$ cat config.mk
export PLATFORM = sky130hd
export DESIGN_NAME = moore_detect_sequencer
export DESIGN_NICKNAME = d
export VERILOG_FILES = /design/src/rtl/moore_detect_sequencer.sv
export SDC_FILE = /design/constraint.sdc
export NUM_CORES = 1
export LEC_CHECK = 0
export BUFFER_PORTS_ARGS = -buffer_cell sky130_fd_sc_hd__buf_4
export CAP_MARGIN = 20
export CORE_MARGIN = 8
export CORE_UTILIZATION = 59
export CTS_CLUSTER_DIAMETER = 50
export DETAILED_ROUTE_END_ITERATION = 8
export PLACE_DENSITY_LB_ADDON = 0.15
export SLEW_MARGIN = 20
export SYNTH_ARGS = -nofsm -noshare
export SYNTH_HDL_FRONTEND = slang
export SYNTH_SLANG_ARGS = --single-unit
$ cat constraint.sdc
create_clock -name clk_i -period 3 [get_ports clk_i]
set_input_delay 0.6 -clock clk_i [delete_from_list [all_inputs] [get_ports clk_i]]
set_output_delay 0.6 -clock clk_i [all_outputs]
set_load 0.005 [all_outputs]
$ cat src/rtl/moore_detect_sequencer.sv
// moore_detect_sequencer: serialises a word MSB-first into a two-ones Moore detector and counts its z-high cycles
//   clk_i        rising-edge clock shared with the detector
//   rst_ni       asynchronous active-low reset
//   start_i      accept data_in_i (IDLE only)
//   abort_i      synchronous cancel of an in-flight word
//   data_in_i    word to serialise
//   z_i          detector output
//   w_o          registered serial bit to the detector
//   busy_o       high in SHIFT and DRAIN
//   done_o       one-cycle pulse, det_count_o valid
//   det_count_o  z-high cycles of the last completed word
module moore_detect_sequencer #(
  parameter int WIDTH = 8,
  parameter int DRAIN_CYC = 2,
  localparam int CNT_W = $clog2(WIDTH + 1)
) (
  input  logic             clk_i,
  input  logic             rst_ni,
  input  logic             start_i,
  input  logic             abort_i,
  input  logic [WIDTH-1:0] data_in_i,
  input  logic             z_i,
  output logic             w_o,
  output logic             busy_o,
  output logic             done_o,
  output logic [CNT_W-1:0] det_count_o
);
  localparam logic [1:0] S_IDLE = 2'd0, S_SHIFT = 2'd1, S_DRAIN = 2'd2, S_DONE = 2'd3;
  localparam int CW = $clog2(WIDTH + DRAIN_CYC + 1);
  localparam logic [CW-1:0] SHIFT_LAST = CW'(WIDTH - 1);
  localparam logic [CW-1:0] DRAIN_LAST = CW'(DRAIN_CYC - 1);
  logic [1:0] state_q, state_d;
  logic [WIDTH-1:0] sr_q, sr_d;
  logic w_q, w_d;
  logic [CW-1:0] cnt_q, cnt_d;
  logic [CNT_W-1:0] zc_q, zc_d, zc_n, det_q, det_d;
  // sr_q holds the bits still to be sent after the one currently on w
  assign zc_n = (z_i && !(&zc_q)) ? zc_q + CNT_W'(1) : zc_q;
  always_comb begin
    state_d = state_q;
    sr_d = sr_q;
    w_d = w_q;
    cnt_d = cnt_q;
    zc_d = zc_q;
    det_d = det_q;
    case (state_q)
      S_IDLE: begin
        w_d = 1'b0;
        if (start_i && !abort_i) begin
          sr_d = {data_in_i[WIDTH-2:0], 1'b0};
          w_d = data_in_i[WIDTH-1];
          cnt_d = '0;
          zc_d = '0;
          state_d = S_SHIFT;
        end
      end
      S_SHIFT: begin
        zc_d = zc_n;
        if (abort_i) begin
          w_d = 1'b0;
          state_d = S_IDLE;
        end else if (cnt_q == SHIFT_LAST) begin
          w_d = 1'b0;
          cnt_d = '0;
          state_d = S_DRAIN;
        end else begin
          w_d = sr_q[WIDTH-1];
          sr_d = sr_q << 1;
          cnt_d = cnt_q + CW'(1);
        end
      end
      S_DRAIN: begin
        zc_d = zc_n;
        w_d = 1'b0;
        if (abort_i) state_d = S_IDLE;
        else if (cnt_q == DRAIN_LAST) begin
          det_d = zc_n;
          state_d = S_DONE;
        end else cnt_d = cnt_q + CW'(1);
      end
      default: begin
        w_d = 1'b0;
        state_d = S_IDLE;
      end
    endcase
  end
  always_ff @(posedge clk_i or negedge rst_ni) begin
    if (!rst_ni) begin
      state_q <= S_IDLE;
      sr_q <= '0;
      w_q <= 1'b0;
      cnt_q <= '0;
      zc_q <= '0;
      det_q <= '0;
    end else begin
      state_q <= state_d;
      sr_q <= sr_d;
      w_q <= w_d;
      cnt_q <= cnt_d;
      zc_q <= zc_d;
      det_q <= det_d;
    end
  end
  assign w_o = w_q;
  assign busy_o = (state_q == S_SHIFT) || (state_q == S_DRAIN);
  assign done_o = state_q == S_DONE;
  assign det_count_o = det_q;
endmodule

==> impl_metrics.csv, run 1 <==
group,metric,value,unit
floorplan,dieArea,3920,µm²
finish,instances_no_fill,176,
sta,hold_viol,0,
detailed_routing,routed_via_density,5.70,
logic_synthesis,synth_compound_area_share,20.8,%
logic_synthesis,syn_avg_cell_area,10.0,µm²
critical_path,cp.required,3250,ps
placed_design,place_area,1440,µm²
grt,grt_max_degree,23,
floorplan,coreArea,2130,µm²
floorplan,die_x,62.6,µm
critical_path,end_kind,"flip-flop",
finish,areaGrowthSynthToFinish,16.1,%
detailed_routing,dr.pass1.iters,4,
pwr,leakagePower,0.000685,µW
grt,grt_pass1_vias,997,
floorplan,start_util,60.4,%
critical_path,critPathLaunchType,"flip-flop",
sta,setup-tns-final,0,ps
cts,insertion_delay,300,ps
floorplan,ios,20,
logic_synthesis,syn_area,1280,µm²
sta,drv_slew,0,
cts,cts_made_buffers,3,
logic_synthesis,synth_top_family_by_area,"compound AO/OA/AOI/OAI gates",
logic_synthesis,synth_edf_count,0,
finish,diodes,0,
logic_synthesis,syn_nets,148,
sta,period_share,69.6,%
logic_synthesis,synth_top_cell_by_area,"dfrtp_1",
logic_synthesis,syn_inst,128,
run,cap_violations,0,
logic_synthesis,ys_ff_latch,22,
cts,clk_path_buf_depth,2,
logic_synthesis,yosys.area_share.simple,17.5,%
critical_path,r2r_slack,910,ps
critical_path,r2r-start,"state_q[1]",
logic_synthesis,yosysMostFrequentCell,"dfrtp_1",
cts,cts_resized,0,
logic_synthesis,async_flop_share,100,%
sta,fmax,479,MHz
cts,hold_buffers,0,
detailed_routing,wl_per_cell,14.6,µm
logic_synthesis,yosysWarnings,0,
pwr,power_density,776,nW/µm²
floorplan,die_y,62.6,µm
critical_path,critPathCapture,"sr_q[4]",
placed_design,dp.cells,172,
sta,fin_ws,911,ps
grt,grt_pass1_wl,4.35,mm
logic_synthesis,ys.flop_type,"dfrtp_1",
placed_design,gp_congestion,0.823,
critical_path,critPathMaxFanout,13,
detailed_routing,routed_wl,2.57,mm
cts,post_cts_buffers,0,
cts,htree_levels,1,
finish,fin_util,70.1,%
critical_path,reg2regPathDepth,6,
cts,cts_tree,"yes",
logic_synthesis,ys_top_cells_by_count,"22 x dfrtp_1, 11 x nor2_1, 10 x nand2_1, 10 x o21ai_0",
logic_synthesis,synthTopCellsByArea,"dfrtp_1 43%, ha_1 6.8%, mux2i_1 6.2%",
critical_path,critPathArrivalTime,2340,ps
grt,antenna_found_initial,0,
placed_design,dp_hpwl,1.96,mm
sta,grt_setup_unrepaired,"no",
finish,layout-drive-gt1-share,23.6,%
min_path,hp-class,"input port to async pin",
sta,tightest_slew,580,ps
placed_design,place_ws,917,ps
floorplan,num_rows,17,
finish,fin_nets,169,
sta,worst_clock_skew,5.05,ps
grt,grt_overflow_total,0,
outcome,status,"completed",
critical_path,r2r_end,"sr_q[4]",
detailed_routing,drc_errors,0,
cts,clockRootBuffer,"clkbuf_4",
sta,relSlewSlack,61.3,%
placed_design,portBuffers,19,
logic_synthesis,synth-xor-area-share,0.682,%
pwr,peakVddDrop,0.568,mV
critical_path,critical_path_class,"flip-flop to flip-flop",
logic_synthesis,synthDistinctLibCells,37,
sta,finalSetupViolCount,0,
cts,cts.clk_slew.worst_paths,130,ps
finish,final_area,1490,µm²
logic_synthesis,seq_area_frac_synth,42.9,%
logic_synthesis,synthAdderAreaFrac,6.82,%
sta,period_minus_slack,2090,ps
grt,grt_util_all_layers,13.3,%
critical_path,startpoint,"state_q[1]",
logic_synthesis,synth_top_area_share,42.9,%
detailed_routing,vias,1003,
cts,clkSinkCount,22,
detailed_routing,ant_nets,0,
logic_synthesis,synth_mux_area_share,7.12,%
detailed_routing,drt_iter0_markers,38,
[how the worst min path moves through the flow]
stage | from | end | slack [ps] | cells after the start
floorplan | rst_ni | cnt_q[0] | 300 | 0
global placement | det_count_o[0] | det_count_o[0] | 460 | 2
detailed placement | det_count_o[0] | det_count_o[0] | 470 | 2
CTS | rst_ni | cnt_q[1] | 160 | 1
global route | rst_ni | cnt_q[3] | 160 | 1
finish | rst_ni | cnt_q[3] | 160 | 1
[registers in the layout (all words and copies together), names as in the netlist]
signal	count
cnt_q	4
det_count_o	4
sr_q	7
state_q	2
w_o	1
zc_q	4
[per-stage QoR]
| step | hold WS (ps) | total power [µW] |
|---|---|---|
| detailed placement | 471 | 935 |
| CTS | 160 | 1160 |
| global route | 159 | 1240 |
| floorplan | 304 | 801 |
| global placement | 464 | 912 |
| finish | 161 | 1160 |
[cell type report]
cell class	instances	area, µm²
multi-input combinational	95	679
fill	171	637
sequential	22	551
timing repair buffer	19	143
tap	28	35.0
clock inverter	1	30.0
inverter	8	30.0
clock buffer	3	22.5
[power breakdown]
group	internal (µW)	switching [µW]	total, µW
registers	381	62.9	444
clock network	135	90.6	225
logic	218	268	487
total	734	422	1160
[critical path, cell delays in order, from the launching register on]
cell      delay (ps)
dfrtp_1          420
inv_1            100
ha_1             530
nand2b_1         190
a221oi_4         560
nor2_1           120
a21oi_2          120
[per-layer routing]
layer | GRT usage [%] | routed length, µm | up-vias
li1 | - | - | 503
met1 | 15.4 | 1130 | 465
met2 | 22.3 | 1240 | 31
met3 | 4.12 | 168 | 4
met4 | 5.13 | 31 | 0
met5 | 0 | 0 | -
[kinds of logic after synthesis]
group,count (synthesis)
simple gates,42
compound gates,36
flops,22
buf+inv,11
mux,9
fa+ha+maj,7
xor+xnor,1
[cells in the final DEF (no fill, tap or decap), types with 3 or more instances in the layout]
master	n
ha_1	7
buf_4	19
nand3_1	7
nand2_1	10
clkbuf_4	3
nand4_1	3
a21oi_1	6
o21ai_0	10
a22o_1	3
dfrtp_1	22
mux2i_1	8
nor2_1	11
inv_1	8
a21oi_2	4
Power figures use the tool's default switching activity.
==> inputs of run 2 (changes only) <==
--- a/config.mk
+++ b/config.mk
@@ -5,10 +5,12 @@
 export SDC_FILE = /design/constraint.sdc
 export NUM_CORES = 1
 export LEC_CHECK = 0
+export ABC_AREA = 1
 export BUFFER_PORTS_ARGS = -buffer_cell sky130_fd_sc_hd__buf_4
 export CAP_MARGIN = 20
+export CORE_ASPECT_RATIO = 2
 export CORE_MARGIN = 8
-export CORE_UTILIZATION = 59
+export CORE_UTILIZATION = 50
 export CTS_CLUSTER_DIAMETER = 50
 export DETAILED_ROUTE_END_ITERATION = 8
 export PLACE_DENSITY_LB_ADDON = 0.15
==> constraint.sdc (replaced) <==
create_clock -name clk_i -period 1.9 [get_ports clk_i]
set_input_delay 0.38 -clock clk_i [delete_from_list [all_inputs] [get_ports clk_i]]
set_output_delay 0.38 -clock clk_i [all_outputs]
set_load 0.005 [all_outputs]
==> impl_metrics.csv, run 2 <==
group,metric,value,unit
outcome,status,"completed",
critical_path,critPathArrivalTime,1280,ps
critical_path,path_delay_family,"flip-flops",
placed_design,gp_congestion,0.826,
critical_path,cp_slowest_cell,"dfrtp_1",
grt,grt_pass1_vias,1208,
critical_path,reg2regPathDepth,6,
min_path,hold_end,"w_o",
sta,period_share,87.4,%
sta,fmax,602,MHz
logic_synthesis,synth_top_cell_by_area,"dfrtp_1",
detailed_routing,drt_iter0_markers,26,
grt,grt_overflow_total,0,
finish,largest_reg_flops,7,
critical_path,r2r-start,"state_q[1]",
pwr,leakagePower,0.000845,µW
sta,grt_setup_unrepaired,"no",
critical_path,end_kind,"primary output",
pwr,power_density,1510,nW/µm²
critical_path,cp.required,1520,ps
logic_synthesis,syn_avg_cell_area,8.31,µm²
logic_synthesis,syn_inst,164,
sta,worst_clock_skew,0.658,ps
logic_synthesis,async_flop_share,100,%
floorplan,ios,20,
run,cap_violations,0,
logic_synthesis,yosysMostFrequentCell,"nand2_1",
detailed_routing,dr.pass1.iters,4,
floorplan,die_y,89.8,µm
floorplan,die_x,52.9,µm
finish,diodes,0,
cts,post_cts_buffers,0,
min_path,worstHoldStart,"data_in_i[7]",
critical_path,slowest_delay,400,ps
cts,cts.clk_slew.worst_paths,80,ps
floorplan,num_rows,27,
sta,finalSetupViolCount,0,
logic_synthesis,synthDistinctLibCells,24,
finish,fin_nets,209,
sta,relSlewSlack,71.3,%
cts,clk_path_buf_depth,2,
logic_synthesis,synth-xor-area-share,0.643,%
detailed_routing,ant_nets,0,
floorplan,dieArea,4750,µm²
min_path,hp-class,"input port to flip-flop",
logic_synthesis,synth_compound_area_share,8.91,%
sta,hold_viol,0,
placed_design,portBuffers,19,
critical_path,critPathBufInv,2,
logic_synthesis,seq_area_frac_synth,40.4,%
logic_synthesis,synthAdderAreaFrac,6.43,%
logic_synthesis,synth_top_area_share,40.4,%
sta,hold_ws,382,ps
cts,clockRootBuffer,"clkbuf_8",
floorplan,start_util,51.1,%
critical_path,cp_cell_sequence,"inv_1 -> ha_1 -> buf_4",
grt,grt_max_degree,23,
detailed_routing,routed_via_density,5.15,
critical_path,critical_path_class,"flip-flop to primary output",
logic_synthesis,yosys.area_share.simple,32.1,%
logic_synthesis,synth_mux_area_share,4.41,%
critical_path,r2r_slack,240,ps
placed_design,dp_hpwl,2.07,mm
finish,n_fill_cell,249,
grt,grt_util_all_layers,12.8,%
finish,layout_common_cells,"59 x nand2_1, 22 x dfrtp_1, 21 x buf_4",
detailed_routing,drc_errors,0,
detailed_routing,vias,1118,
min_path,holdPathStages,3,
sta,tightest_slew,430,ps
critical_path,critPathMaxFanout,4,
sta,drv_slew,0,
grt,antenna_found_initial,0,
logic_synthesis,syn_nets,184,
detailed_routing,routed_wl,2.66,mm
pwr,peakVddDrop,0.950,mV
sta,setup-tns-final,0,ps
logic_synthesis,ys_ff_latch,22,
cts,cts_tree,"yes",
finish,final_common_cell,"nand2_1",
cts,clkSinkCount,22,
cts,insertion_delay,260,ps
logic_synthesis,ys.flop_type,"dfrtp_1",
logic_synthesis,ys_top_cells_by_count,"59 x nand2_1, 22 x dfrtp_1, 12 x inv_1, 8 x nand3_1",
logic_synthesis,syn_area,1360,µm²
logic_synthesis,synth_top_family_by_area,"simple AND/OR/NAND/NOR gates",
sta,period_minus_slack,1660,ps
finish,layout-drive-gt1-share,27.1,%
critical_path,r2r_end,"sr_q[1]",
critical_path,critPathLaunchType,"flip-flop",
finish,areaGrowthSynthToFinish,17.9,%
cts,cts_made_buffers,3,
floorplan,coreArea,2670,µm²
cts,htree_levels,1,
grt,grt_pass1_wl,5.00,mm
logic_synthesis,synth_edf_count,0,
finish,largest-register,"sr_q",
logic_synthesis,yosysWarnings,0,
logic_synthesis,synthTopCellsByArea,"dfrtp_1 40%, nand2_1 16%, ha_1 6.4%",
detailed_routing,wl_per_cell,12.2,µm
[run 2: changes by cell type after synthesis, moves of 3 or more]
cell	change
nand2_1	+49
a21oi_2	-4
o21ai_0	-8
a22o_1	-3
a21oi_1	-3
nand2_2	+6
inv_1	+4
nor2_1	-4
o21ai_2	+7
inv_2	+4
[run 2: worst max path at each step]
stage / startpoint / to / slack, ps / cells after the start
after floorplan: state_q[0] / cnt_q[1] / 550 / 7
after global placement: state_q[1] / sr_q[7] / 330 / 6
after detailed placement: state_q[1] / sr_q[1] / 270 / 6
after CTS: state_q[1] / sr_q[1] / 220 / 6
after global routing: state_q[1] / sr_q[1] / 110 / 6
final: state_q[0] / busy_o / 240 / 3
[run 2: repair_timing]
action,CTS,global route
gates resized for setup,0,0
hold buffers,1,0
hold endpoints to repair,14,0
[run 2: logic make-up (layout without fill, tap and decap cells)]
| family | Yosys count | after routing |
|---|---|---|
| muxes | 6 | 6 |
| xor gates and xnor gates | 1 | 1 |
| adders and majority gates | 7 | 7 |
| AOI/OAI and AO/OA | 17 | 17 |
| DFF | 22 | 22 |
| buffers and inverters | 19 | 43 |
| and+or+nand+nor | 92 | 92 |
[run 2: power breakdown]
group | leakage [µW] | total, µW | internal [µW] | switching [µW]
Combinational | 0.000518 | 1250 | 521 | 733
Sequential | 0.000292 | 737 | 619 | 118
Clock | 0.0000357 | 433 | 281 | 151
[run 2: final cells by class]
type                            count  area [µm²]  share of cell area, %
Multi-Input combinational cell    123         716                   44.5
Sequential cell                    22         551                   34.3
Timing Repair Buffer               22         168                   10.4
Inverter                           17        65.1                   4.05
Clock buffer                        3        41.3                   2.57
Tap cell                           29        36.3                   2.26
Clock inverter                      1        30.0                   1.87
[run 2: stage by stage]
stage / cell area (µm²) / cells / total power [µW] / utilization [%] / setup WS [ps]
after floorplan: 1360 / 164 / 1780 / - / 552
after global placement: 1530 / 212 / 1970 / 57.1 / 331
after detailed placement: 1530 / 212 / 2010 / 57.1 / 273
after CTS: 1610 / 217 / 2460 / 60.2 / 219
after global routing: 1610 / 217 / 2650 / 60.2 / 107
final: 1610 / 217 / 2420 / 60.2 / 239
[run 2: worst min-delay path, stage by stage]
cell	delay, ps
buf_4	100
nand2_1	50
o22ai_1	70
[run 2: layer usage]
layer  vias to the layer above  global-route usage [%]  routed length, µm
met5                         -                       0                  0
met3                         5                    2.15                 87
met4                         0                    5.22                 51
met2                        14                    21.5               1350
li1                        578                       -                  -
met1                       521                    15.0               1160
==> inputs of run 3 (changes only) <==
--- a/config.mk
+++ b/config.mk
@@ -9,7 +9,6 @@
 export BUFFER_PORTS_ARGS = -buffer_cell sky130_fd_sc_hd__buf_4
 export CAP_MARGIN = 20
 export CORE_ASPECT_RATIO = 2
-export CORE_MARGIN = 8
 export CORE_UTILIZATION = 50
 export CTS_CLUSTER_DIAMETER = 50
 export DETAILED_ROUTE_END_ITERATION = 8
==> impl_metrics.csv, run 3 (synthesis gave the netlist of run 2 again) <==
group,metric,value,unit
critical_path,critical_path_class,"flip-flop to primary output",
critical_path,reg2regPathDepth,7,
sta,relSlewSlack,81.1,%
finish,regArea,551,µm²
detailed_routing,routed_via_density,5.25,
sta,hold_viol,0,
critical_path,cp_cell_sequence,"inv_1 -> ha_1 -> buf_4",
sta,period_share,86.6,%
critical_path,end_kind,"primary output",
sta,tightest_slew,283,ps
floorplan,coreArea,2570,µm²
placed_design,gp_congestion,0.923,
min_path,hold_end,"sr_q[1]",
sta,drv_slew,0,
detailed_routing,vias,1129,
cts,cts.clk_slew.worst_paths,80,ps
min_path,worstHoldStart,"data_in_i[0]",
placed_design,portBuffers,19,
critical_path,cp_slowest_cell,"dfrtp_1",
detailed_routing,drc_errors,0,
floorplan,dieArea,2950,µm²
sta,grt_setup_unrepaired,"no",
finish,areaGrowthSynthToFinish,16.1,%
finish,largest_reg_flops,7,
finish,n_fill_cell,231,
cts,clockRootBuffer,"clkbuf_8",
sta,hold_ws,376,ps
floorplan,start_util,53.0,%
cts,clkSinkCount,22,
detailed_routing,dr.pass1.iters,4,
critical_path,r2r_slack,340,ps
detailed_routing,routed_wl,2.74,mm
cts,cts_tree,"yes",
critical_path,path_delay_family,"flip-flops",
sta,period_minus_slack,1640,ps
detailed_routing,drt_iter0_markers,27,
sta,finalSetupViolCount,0,
grt,grt_util_all_layers,22.4,%
sta,setup-tns-final,0,ps
pwr,leakagePower,0.000833,µW
pwr,p_total,2320,µW
cts,htree_levels,1,
finish,final_common_cell,"nand2_1",
critical_path,critPathArrivalTime,1260,ps
critical_path,startpoint,"state_q[0]",
floorplan,ios,20,
floorplan,num_rows,26,
detailed_routing,wl_per_cell,12.8,µm
placed_design,dp_hpwl,2.15,mm
finish,layout_common_cells,"59 x nand2_1, 22 x dfrtp_1, 20 x buf_4",
cts,insertion_delay,270,ps
min_path,hp-class,"input port to flip-flop",
cts,cts_resized,0,
pwr,power_density,1470,nW/µm²
run,cap_violations,0,
finish,fin_nets,208,
sta,worst_clock_skew,1.45,ps
floorplan,die_y,75.8,µm
placed_design,dp.cells,210,
pwr,peakVddDrop,1.20,mV
critical_path,critPathBufInv,2,
finish,diodes,0,
critical_path,r2r-start,"state_q[1]",
grt,grt_pass1_wl,4.55,mm
floorplan,die_x,38.9,µm
cts,clk_path_buf_depth,2,
min_path,holdPathStages,3,
critical_path,critPathLaunchType,"flip-flop",
finish,layout-drive-gt1-share,26.7,%
grt,grt_pass1_vias,1124,
finish,multi_input_area,716,µm²
grt,grt_overflow_total,0,
finish,largest-register,"sr_q",
critical_path,slowest_delay,400,ps
sta,fmax,608,MHz
critical_path,cp.required,1520,ps
detailed_routing,ant_nets,0,
grt,antenna_found_initial,0,
critical_path,critPathMaxFanout,4,
grt,grt_max_degree,23,
cts,cts_made_buffers,3,
finish,instances_no_fill,215,
critical_path,r2r_end,"state_q[0]",
outcome,status,"completed",
==> run 3: cell types whose count changed in the layout (fill, tap and decap cells not counted), sizes merged <==
cell / before / now
buf: 21 / 20
bufinv: 1 / 0
clkbuf: 3 / 4
==> run 3: worst register-to-register path, stage by stage, from the launching register on <==
cell	delay, ps
dfrtp_1	420
inv_1	90
ha_1	300
buf_4	240
nand3_1	170
nand3_1	150
nand2_1	70
nand2_1	70
==> run 3: cell type report <==
type	instances	share of cell area (%)
Multi-Input combinational cell	123	45.3
Sequential cell	22	34.8
Timing Repair Buffer	21	10.1
Inverter	17	4.11
Clock buffer	4	3.48
Tap cell	28	2.22
==> run 3: timing repair <==
| action | 4_1_cts | 5_1_grt |
|---|---|---|
| hold buffers | 1 | 0 |
| setup buffers | 0 | 0 |
| hold endpoints to repair | 22 | 0 |
==> run 3: stage by stage <==
stage | area, µm² | utilization [%] | setup WS, ps
2_1_floorplan | 1360 | - | 552
3_3_place_gp | 1520 | 59.0 | 382
3_5_place_dp | 1520 | 59.0 | 365
4_1_cts | 1580 | 61.5 | 248
5_1_grt | 1580 | 61.5 | 169
6_report | 1580 | 61.5 | 255
==> run 3: how the worst max path moves through the flow <==
stage | end | depth (start not counted)
2_1_floorplan | cnt_q[1] | 7
3_3_place_gp | sr_q[7] | 5
3_5_place_dp | state_q[0] | 7
4_1_cts | busy_o | 3
5_1_grt | busy_o | 3
6_report | busy_o | 3
==> run 3: per-layer routing <==
layer	up-vias	track usage [%]	routed length, µm
met4	0	13.4	99
met3	11	2.92	67
met2	25	43.1	1580
met5	-	0	0
li1	569	-	-
met1	524	20.5	1000
==> run 3: power breakdown <==
group / internal [µW] / switching, µW / leakage [µW]
registers: 619 / 119 / 0.000292
clock network: 185 / 154 / 0.0000288
logic: 506 / 741 / 0.000513
total: 1310 / 1010 / 0.000833
